--- src/rtl/lane_serializer_pkg.sv ---
// Shared definitions for the lane serializer and the adder-tree levels that
// use the same packed multi-lane word layout.
package lane_serializer_pkg;

  // Ceiling log2; clog2(1) = 0.
  function automatic int clog2(input int n);
    int r;
    r = 0;
    while ((1 << r) < n) r++;
    return r;
  endfunction

  // Lane index width: never narrower than one bit, even for a single lane.
  function automatic int idx_width(input int num_lanes);
    return (clog2(num_lanes) < 1) ? 1 : clog2(num_lanes);
  endfunction

  // Packed-word layout: lane k occupies bits [k*lane_width +: lane_width].
  // Every block that packs or unpacks lanes uses this to agree on the order.
  function automatic int lane_lsb(input int k, input int lane_width);
    return k * lane_width;
  endfunction

  // Serializer FSM encoding.
  typedef enum logic {
    IDLE = 1'b0,
    SEND = 1'b1
  } state_t;

endpackage

--- src/rtl/lane_serializer_if.sv ---
// Input word stream plus output lane stream of the lane serializer.
// slave is the serializer's view, master is the view of whoever drives it.
interface lane_serializer_if #(
  parameter int LANE_WIDTH = 3,
  parameter int NUM_LANES  = 4
);
  localparam int DIN_WIDTH = NUM_LANES * LANE_WIDTH;
  localparam int IDX_WIDTH = lane_serializer_pkg::idx_width(NUM_LANES);

  logic                 s_valid;
  logic                 s_ready;
  logic [DIN_WIDTH-1:0] s_data;
  logic                 m_valid;
  logic                 m_ready;
  logic [LANE_WIDTH-1:0] m_data;
  logic [IDX_WIDTH-1:0] m_idx;
  logic                 m_last;

  modport slave (
    input  s_valid, s_data, m_ready,
    output s_ready, m_valid, m_data, m_idx, m_last
  );

  modport master (
    output s_valid, s_data, m_ready,
    input  s_ready, m_valid, m_data, m_idx, m_last
  );
endinterface

--- src/rtl/lane_serializer_lane_select.sv ---
// Combinational NUM_LANES:1 selector of one LANE_WIDTH lane from a packed word.
module lane_select
  import lane_serializer_pkg::*;
#(
  parameter int LANE_WIDTH = 3,
  parameter int NUM_LANES  = 4,
  parameter int IDX_WIDTH  = idx_width(NUM_LANES)
) (
  input  logic [NUM_LANES*LANE_WIDTH-1:0] lanes,
  input  logic [IDX_WIDTH-1:0]            idx,
  output logic [LANE_WIDTH-1:0]           lane
);

  // Pick lane idx; unreachable idx codes fall back to zero.
  always_comb begin
    lane = '0;
    for (int k = 0; k < NUM_LANES; k++) begin
      if (idx == IDX_WIDTH'(k)) lane = lanes[lane_lsb(k, LANE_WIDTH) +: LANE_WIDTH];
    end
  end

endmodule

--- src/rtl/lane_serializer.sv ---
// Unpacks one packed NUM_LANES-lane word into NUM_LANES output beats,
// lane 0 first, with lane index and last flag. A new word is taken in the
// same cycle the last lane leaves, so back-to-back words have no bubble.
// Note for integrators: in SEND, s_ready is combinational from m_ready.
module lane_serializer
  import lane_serializer_pkg::*;
#(
  parameter  int LANE_WIDTH = 3,
  parameter  int NUM_LANES  = 4,
  localparam int DIN_WIDTH  = NUM_LANES * LANE_WIDTH,
  localparam int IDX_WIDTH  = idx_width(NUM_LANES)
) (
  input  logic clk,
  input  logic rst_n,
  lane_serializer_if.slave bus
);

  if (NUM_LANES < 1) begin : g_bad_lanes
    $fatal(1, "lane_serializer: NUM_LANES must be >= 1");
  end

  localparam logic [IDX_WIDTH-1:0] LAST_IDX = IDX_WIDTH'(NUM_LANES - 1);

  state_t                state;
  state_t                state_nxt;
  logic [DIN_WIDTH-1:0]  buffer;
  logic [IDX_WIDTH-1:0]  idx;
  logic [LANE_WIDTH-1:0] lane;
  logic                  is_last;
  logic                  load;
  logic                  advance;
  logic                  ready;
  logic                  valid;
  logic                  last;

  assign is_last = (idx == LAST_IDX);

  // State register.
  always_ff @(posedge clk or negedge rst_n) begin
    if (!rst_n) state <= IDLE;
    else        state <= state_nxt;
  end

  // Next state, handshake outputs and buffer/index control.
  always_comb begin
    state_nxt = state;
    load      = 1'b0;
    advance   = 1'b0;
    ready     = 1'b0;
    valid     = 1'b0;
    last      = 1'b0;
    case (state)
      IDLE: begin
        ready = 1'b1;
        if (bus.s_valid) begin
          load      = 1'b1;
          state_nxt = SEND;
        end
      end
      SEND: begin
        valid = 1'b1;
        last  = is_last;
        ready = bus.m_ready && is_last;
        if (bus.m_ready) begin
          if (!is_last)         advance   = 1'b1;
          else if (bus.s_valid) load      = 1'b1;
          else                  state_nxt = IDLE;
        end
      end
    endcase
  end

  // Word buffer and lane counter; a load always restarts at lane 0.
  always_ff @(posedge clk or negedge rst_n) begin
    if (!rst_n) begin
      buffer <= '0;
      idx    <= '0;
    end else if (load) begin
      buffer <= bus.s_data;
      idx    <= '0;
    end else if (advance) begin
      idx    <= idx + IDX_WIDTH'(1);
    end
  end

  lane_select #(
    .LANE_WIDTH (LANE_WIDTH),
    .NUM_LANES  (NUM_LANES),
    .IDX_WIDTH  (IDX_WIDTH)
  ) u_lane_select (
    .lanes (buffer),
    .idx   (idx),
    .lane  (lane)
  );

  assign bus.s_ready = rst_n && ready;
  assign bus.m_valid = valid;
  assign bus.m_last  = last;
  assign bus.m_data  = lane;
  assign bus.m_idx   = idx;

endmodule

--- src/flat_wrapper.sv ---
// flat-port wrapper written by rule: the top's interface ports become plain ports
module lane_serializer_flat import lane_serializer_pkg::*;
#(
  parameter  int LANE_WIDTH = 3,
  parameter  int NUM_LANES  = 4,
  localparam int DIN_WIDTH  = NUM_LANES * LANE_WIDTH,
  localparam int IDX_WIDTH  = idx_width(NUM_LANES)
)
  (clk, rst_n, bus_s_valid, bus_s_data, bus_m_ready, bus_s_ready, bus_m_valid, bus_m_data, bus_m_idx, bus_m_last);
  lane_serializer_if #(.LANE_WIDTH(LANE_WIDTH), .NUM_LANES(NUM_LANES)) bus_i ();
  input  logic clk;
  input  logic rst_n;
  input wire logic [$bits(bus_i.s_valid)-1:0] bus_s_valid;
  input wire logic [$bits(bus_i.s_data)-1:0] bus_s_data;
  input wire logic [$bits(bus_i.m_ready)-1:0] bus_m_ready;
  output wire logic [$bits(bus_i.s_ready)-1:0] bus_s_ready;
  output wire logic [$bits(bus_i.m_valid)-1:0] bus_m_valid;
  output wire logic [$bits(bus_i.m_data)-1:0] bus_m_data;
  output wire logic [$bits(bus_i.m_idx)-1:0] bus_m_idx;
  output wire logic [$bits(bus_i.m_last)-1:0] bus_m_last;
  assign bus_i.s_valid = bus_s_valid;
  assign bus_i.s_data = bus_s_data;
  assign bus_i.m_ready = bus_m_ready;
  assign bus_s_ready = bus_i.s_ready;
  assign bus_m_valid = bus_i.m_valid;
  assign bus_m_data = bus_i.m_data;
  assign bus_m_idx = bus_i.m_idx;
  assign bus_m_last = bus_i.m_last;
  lane_serializer #(.LANE_WIDTH(LANE_WIDTH), .NUM_LANES(NUM_LANES)) u_core (.clk(clk), .rst_n(rst_n), .bus(bus_i));
endmodule
--- config.mk ---
export PLATFORM = sky130hd
export DESIGN_NAME = lane_serializer_flat
export DESIGN_NICKNAME = d
export VERILOG_FILES = /design/src/rtl/lane_serializer_pkg.sv /design/src/rtl/lane_serializer_if.sv /design/src/rtl/lane_serializer_lane_select.sv /design/src/rtl/lane_serializer.sv /design/src/flat_wrapper.sv
export SDC_FILE = /design/constraint.sdc
export NUM_CORES = 1
export LEC_CHECK = 0
export ABC_CLOCK_PERIOD_IN_PS = 1550
export BUFFER_PORTS_ARGS = -buffer_cell sky130_fd_sc_hd__buf_2
export CAP_MARGIN = 20
export CORE_MARGIN = 2
export CORE_UTILIZATION = 44
export DETAILED_ROUTE_END_ITERATION = 10
export GPL_TIMING_DRIVEN = 0
export PLACE_DENSITY_LB_ADDON = 0.2
export SYNTH_ARGS = -nofsm -noshare
export SYNTH_HDL_FRONTEND = slang
export SYNTH_SLANG_ARGS = --single-unit
export TNS_END_PERCENT = 30
--- constraint.sdc ---
create_clock -name clk -period 1.55 [get_ports clk]
set_clock_uncertainty 0.15 [all_clocks]
set_input_delay 0.31 -clock clk [delete_from_list [all_inputs] [get_ports clk]]
set_output_delay 0.31 -clock clk [all_outputs]
set_load 0.01 [all_outputs]
==> metrics.csv, run 1 <==
metric;value;unit
cts bufs inserted;3;
H-tree depth;1;
Unique masters post-synth;22;
Hold Slack;0.0836;ns
worst vdd ir;1220;uV
WS Path Type;register to primary output;
post-detail-place hpwl;1070;um
FF/Latch Area;378;um2
FF+latch count, synth;15;
largest net degree at the start of global routing;16;
top post-synthesis cells by count;15 x dfrtp_1, 8 x mux2_4, 5 x ha_1;
port bufs;23;
Initial Util;46.7;%
RSZ-0062 raised after global routing;true;
routability cong.;0.717;
via/cell ratio;4.67;
DR vias;551;
largest cells by area after synthesis;dfrtp_1 47%, mux2_4 15%, ha_1 7.8%;
Seq/Total Area, Yosys;47.0;%
global-route wire length before repair;2290;um
Reg clk slew, reported paths;0.10;ns
Area Growth Syn to Fin;40.9;%
initial antenna violation count;0;
failing checks;setup timing;
P per Cell Area;2010;nW/um2
CP Max Fanout;5;
critical path cell sequence;buf_6 > ha_4 > nor2b_4 > a221oi_2 > o31ai_2 > buf_2;
fillcell total;137;
GRT Overall Usage;16.1;%
part of the cycle the worst path needs;132;%
Crit-path slowest cell;dfrtp_2;
post-synth top area cell;dfrtp_1;
CP Capture Type;primary output;
# IOs;24;
chip width;46.6;um
vias in the first global route;526;
Final setup viols;18;
Yosys top cell area share;47.0;%
row count;15;
worst min-delay path class;input port to register;
CTS tree;done;
outcome;complete, but fails checks;
syn_nets;82;
post-route setup slack;-0.503;ns
share of cells above drive strength 1;68.8;%
ys async rst share;100;%
TNS Setup;-4.13;ns
cell area after synthesis;798;um2
fin cells;118;
Critical Path AT;1.59;ns
DRT antenna net count;0;
most common cell in the netlist;dfrtp_1;
mean area per synthesized cell;13.1;um2
ANT cells;0;
Critical Path Max Stage Delay;0.45;ns
slew margin rel.;53.9;%
Clk Latency, worst-skew pair;0.29;ns
DR iter-0 viols;2;
Placed Cells;109;
drt drc;0;
Leakage;0.000529;uW
Die ar.;2170;um2
worst slew pin tran;0.689;ns
number of max-cap violations;0;
CP Launch Type;register;
Die H;46.6;um
area of the multi-input gates;487;um2
Final #Nets;115;
Slew Viols, Final;0;
CORE AREA;1710;um2
drt pass-1 iters;3;
minimum clock period;2.05;ns
CP required;1.09;ns
Max Clk Rate;487;MHz
buffers from clock root to sink, at most;2;
CTS sink count;15;
WL/cell;13.1;um
Layout Utilization;65.9;%
EDFF count, synth;0;
Final Hold Vio Count;0;
Congestion Overflow GR;0;
final WL;1550;um
Root Driver;clkbuf_4;
ys flop type;dfrtp_1;
Mapped Cells;61;
total power;2260;uW
Syn. warnings;0;
metal layers:
layer  part of all wire [%]  track usage, %
met1                     47            18.6
met4                   0.78            6.86
met2                     48            26.7
met5                      0               0
met3                    4.1            5.88
worst max-delay path: cells and delay by family (launching register included):
kind | cells | cell delay, ns
DFF | 1 | 0.45
AOI/OAI and AO/OA | 2 | 0.25
and+or+nand+nor | 1 | 0.13
adders and majority gates | 1 | 0.18
buffers and inverters | 2 | 0.30
cells by family (layout without fill, tap and decap cells):
| kind of cell | Yosys count | in the layout | synth area share, % |
|---|---|---|---|
| AOI/OAI and AO/OA | 9 | 9 | 8.46 |
| xor gates and xnor gates | 1 | 1 | 1.10 |
| adders and majority gates | 5 | 5 | 7.84 |
| buffers and inverters | 5 | 37 | 4.70 |
| DFF | 15 | 15 | 47.0 |
| muxes | 13 | 13 | 21.9 |
| and+or+nand+nor | 13 | 13 | 8.94 |
final cells by class:
class,count,area share [%]
buffer,2,2.78
clock buffer,3,2.00
clock inverter,1,0.445
inverter,3,1.00
multi-input combinational,41,43.3
sequential,15,33.6
tap,25,2.78
timing repair buffer,28,14.1
final timing paths:
| check | from | end | slack, ns | cells past startpoint |
|---|---|---|---|---|
| max reg2reg | u_core.bus.m_idx[0] | u_core.buffer[6] | -0.23 | 7 |
| min in group asynchronous | rst_n | u_core.buffer[0] | 0.46 | 2 |
| min | bus_s_valid | u_core.state | 0.08 | 2 |
| max in group asynchronous | rst_n | u_core.bus.m_idx[1] | 0.30 | 2 |
| min reg2reg | u_core.buffer[7] | u_core.buffer[7] | 0.38 | 1 |
| max | u_core.bus.m_idx[0] | bus_m_data[1] | -0.50 | 6 |
repair_timing:
item / 4_1_cts / 5_1_grt
pin swaps: 1 / 0
resized for setup: 6 / 7
hold endpoints to repair: 15 / 0
endpoints found under the setup margin: 13 / 19
gates cloned: 0 / 0
hold buffers: 1 / 0
setup buffers: 4 / 0
placed cells by master (no fill, tap or decap), types with 2 or more instances in the layout:
cell,count
buf_2,23
dfrtp_1,13
mux2_4,8
mux2_2,4
ha_4,4
nand2_1,3
clkbuf_4,3
buf_4,3
a221oi_2,2
nor2b_1,2
o31ai_2,2
inv_1,2
buf_6,2
nor2_2,2
dfrtp_2,2
metrics by stage:
stage	instance area, um2	setup slack (ns)
final	1120	-0.503
after global routing	1120	-0.592
after floorplan	848	-0.0797
after global placement	995	-0.210
after CTS	1090	-0.505
after detailed placement	995	-0.239
report_power, final:
group | total (uW) | internal, uW | switching [uW]
sequential | 735 | 590 | 145
combinational | 1300 | 744 | 553
clock | 226 | 95.8 | 130
total | 2260 | 1430 | 828
flip-flops by register name, summed over array words and instances, names as in the netlist:
signal	cells
u_core.buffer	12
u_core.bus.m_idx	2
u_core.state	1
No activity file was read; power rests on OpenSTA's default activity.
==> run 2, diff against run 1 <==
- ABC_CLOCK_PERIOD_IN_PS: 1550 -> 2000
- CORE_UTILIZATION: 44 -> 45
- clock period: 1.55 -> 2 ns (I/O delays scaled with it)
==> run 2 against run 1 <==
Effect of this change: the flow still finishes with violations (setup timing); flip-flop and latch count is the same; worst setup slack gained 0.40 ns; via count grew 2.2%; clock power shrank 24%; highest routed layer unchanged; first-iteration DRC count shrank 100%; global-route usage grew 1.9 points; routed wire length grew 2.1%; utilization shrank 1.3 points; final area shrank 3.1%; total power shrank 24%; hold slack gained 0.088 ns; largest cell class unchanged; cell count shrank 5.9%.
==> metrics.csv, run 2 (synthesized netlist as in run 1, its figures left out) <==
metric;value;unit
DR vias;563;
Slew Viols, Final;0;
crit path buf inv count;2;
Congestion Overflow GR;0;
commonest non-fill, non-tap cell in the layout;buf_2;
Worst path top cell family by delay;flip-flops;
largest net degree at the start of global routing;16;
Placed Cells;101;
CORE AREA;1690;um2
Largest register FFs;12;
drt pass-1 iters;1;
GRT Overall Usage;18.0;%
worst vdd ir;743;uV
chip width;46.1;um
dpl ws;0.0253;ns
Die H;46.1;um
Finished Cell Area;1090;um2
fin cells;111;
Final Hold Vio Count;0;
CP Max Fanout;4;
initial antenna violation count;0;
H-tree depth;1;
failing checks;setup timing;
Area Growth Syn to Fin;36.5;%
most frequent cells in the layout;23 x buf_2, 14 x dfrtp_1, 8 x mux2_4, 4 x mux2_2, 4 x buf_4;
via/cell ratio;5.07;
placed cell area;935;um2
Die ar.;2130;um2
CTS sink count;15;
number of max-cap violations;0;
vias in the first global route;581;
Max Clk Rate;475;MHz
Reg clk slew, reported paths;0.09;ns
routability cong.;0.704;
Critical Path AT;1.56;ns
drt drc;0;
part of the cycle the worst path needs;105;%
Final #Nets;116;
Clk Latency, worst-skew pair;0.28;ns
CP Capture Type;primary output;
TNS Setup;-0.348;ns
slew margin rel.;54.8;%
Most flops, register;u_core.buffer;
CP required;1.45;ns
Hold Slack;0.171;ns
global-route wire length before repair;2630;um
Root Driver;clkbuf_4;
cts bufs inserted;3;
post-detail-place hpwl;1070;um
RSZ-0062 raised after global routing;true;
Crit-path slowest cell;dfrtp_2;
row count;15;
WL/cell;14.2;um
Leakage;0.000517;uW
Critical Path Max Stage Delay;0.47;ns
minimum clock period;2.11;ns
CTS tree;done;
DRT antenna net count;0;
outcome;complete, but fails checks;
share of cells above drive strength 1;64.9;%
P per Cell Area;1570;nW/um2
buffers from clock root to sink, at most;2;
WS Path Type;register to primary output;
post-route setup slack;-0.107;ns
port bufs;23;
ANT cells;0;
# IOs;24;
Initial Util;47.3;%
DR iter-0 viols;0;
Final setup viols;4;
CP Launch Type;register;
final WL;1580;um
critical path cell sequence;inv_4 > ha_4 > nor2b_4 > a221oi_2 > o31ai_1 > buf_2;
worst slew pin tran;0.676;ns
worst min-delay path class;input port to register;
## run 2: cell count changes in the layout (fill, tap and decap cells not counted), sizes merged
cell,delta
clkbuf,+1
clkinv,-1
buf,+1
## run 2: timing repair
item,CTS,global route
hold endpoints to repair,15,0
buffers inserted,5,0
pin swaps,4,1
resized for setup,18,3
hold buffers,1,0
setup endpoints to repair,4,12
## run 2: worst paths after layout
kind                                     start  depth (start not counted)  slack, ns             endpoint
max                        u_core.bus.m_idx[0]                          6      -0.11        bus_m_data[2]
min                                bus_s_valid                          2       0.17         u_core.state
max reg2reg                u_core.bus.m_idx[0]                          8       0.07     u_core.buffer[5]
min reg2reg                   u_core.buffer[6]                          1       0.37     u_core.buffer[6]
max in group asynchronous                rst_n                          2       0.68  u_core.bus.m_idx[0]
min in group asynchronous                rst_n                          2       0.56         u_core.state
## run 2: metal layers
metal  share of wire (%)  wire [um]  vias up  track usage (%)
met5                   0          0        -                0
met4                0.63         10        0             5.14
met3                 5.8         91        2             8.24
met2                  48        757       18             28.1
met1                  45        717      267             22.2
li1                    -          -      276                -
## run 2: report_power, final
group	switching, uW	total [uW]	leakage (uW)	internal (uW)
clock network	94.0	172	0.0000150	77.5
registers	122	578	0.000175	456
logic	401	965	0.000327	564
total	618	1710	0.000517	1100
## run 2: per-stage QoR
| stage | utilization (%) | total power, uW |
|---|---|---|
| after floorplan | - | 1090 |
| after global placement | 55.3 | 1280 |
| after detailed placement | 55.3 | 1300 |
| after CTS | 63.9 | 1710 |
| after global routing | 64.5 | 1860 |
| final | 64.5 | 1710 |
## run 2: area by class of cell
class                           instances  area (um2)
Timing Repair Buffer                   29         166
Buffer                                  2        26.3
Tap cell                               17        21.3
Inverter                                3        13.8
Multi-Input combinational cell         41         459
Sequential cell                        15         377
Fill cell                             133         599
Clock buffer                            4        26.3
## run 2: worst reg2reg max path, delay by kind of cell, from the launching register on
family	cells	cell delay [ns]
compound gates	1	0.13
fa+ha+maj	1	0.18
buf+inv	4	0.57
flops	1	0.47
mux	1	0.30
simple gates	1	0.04
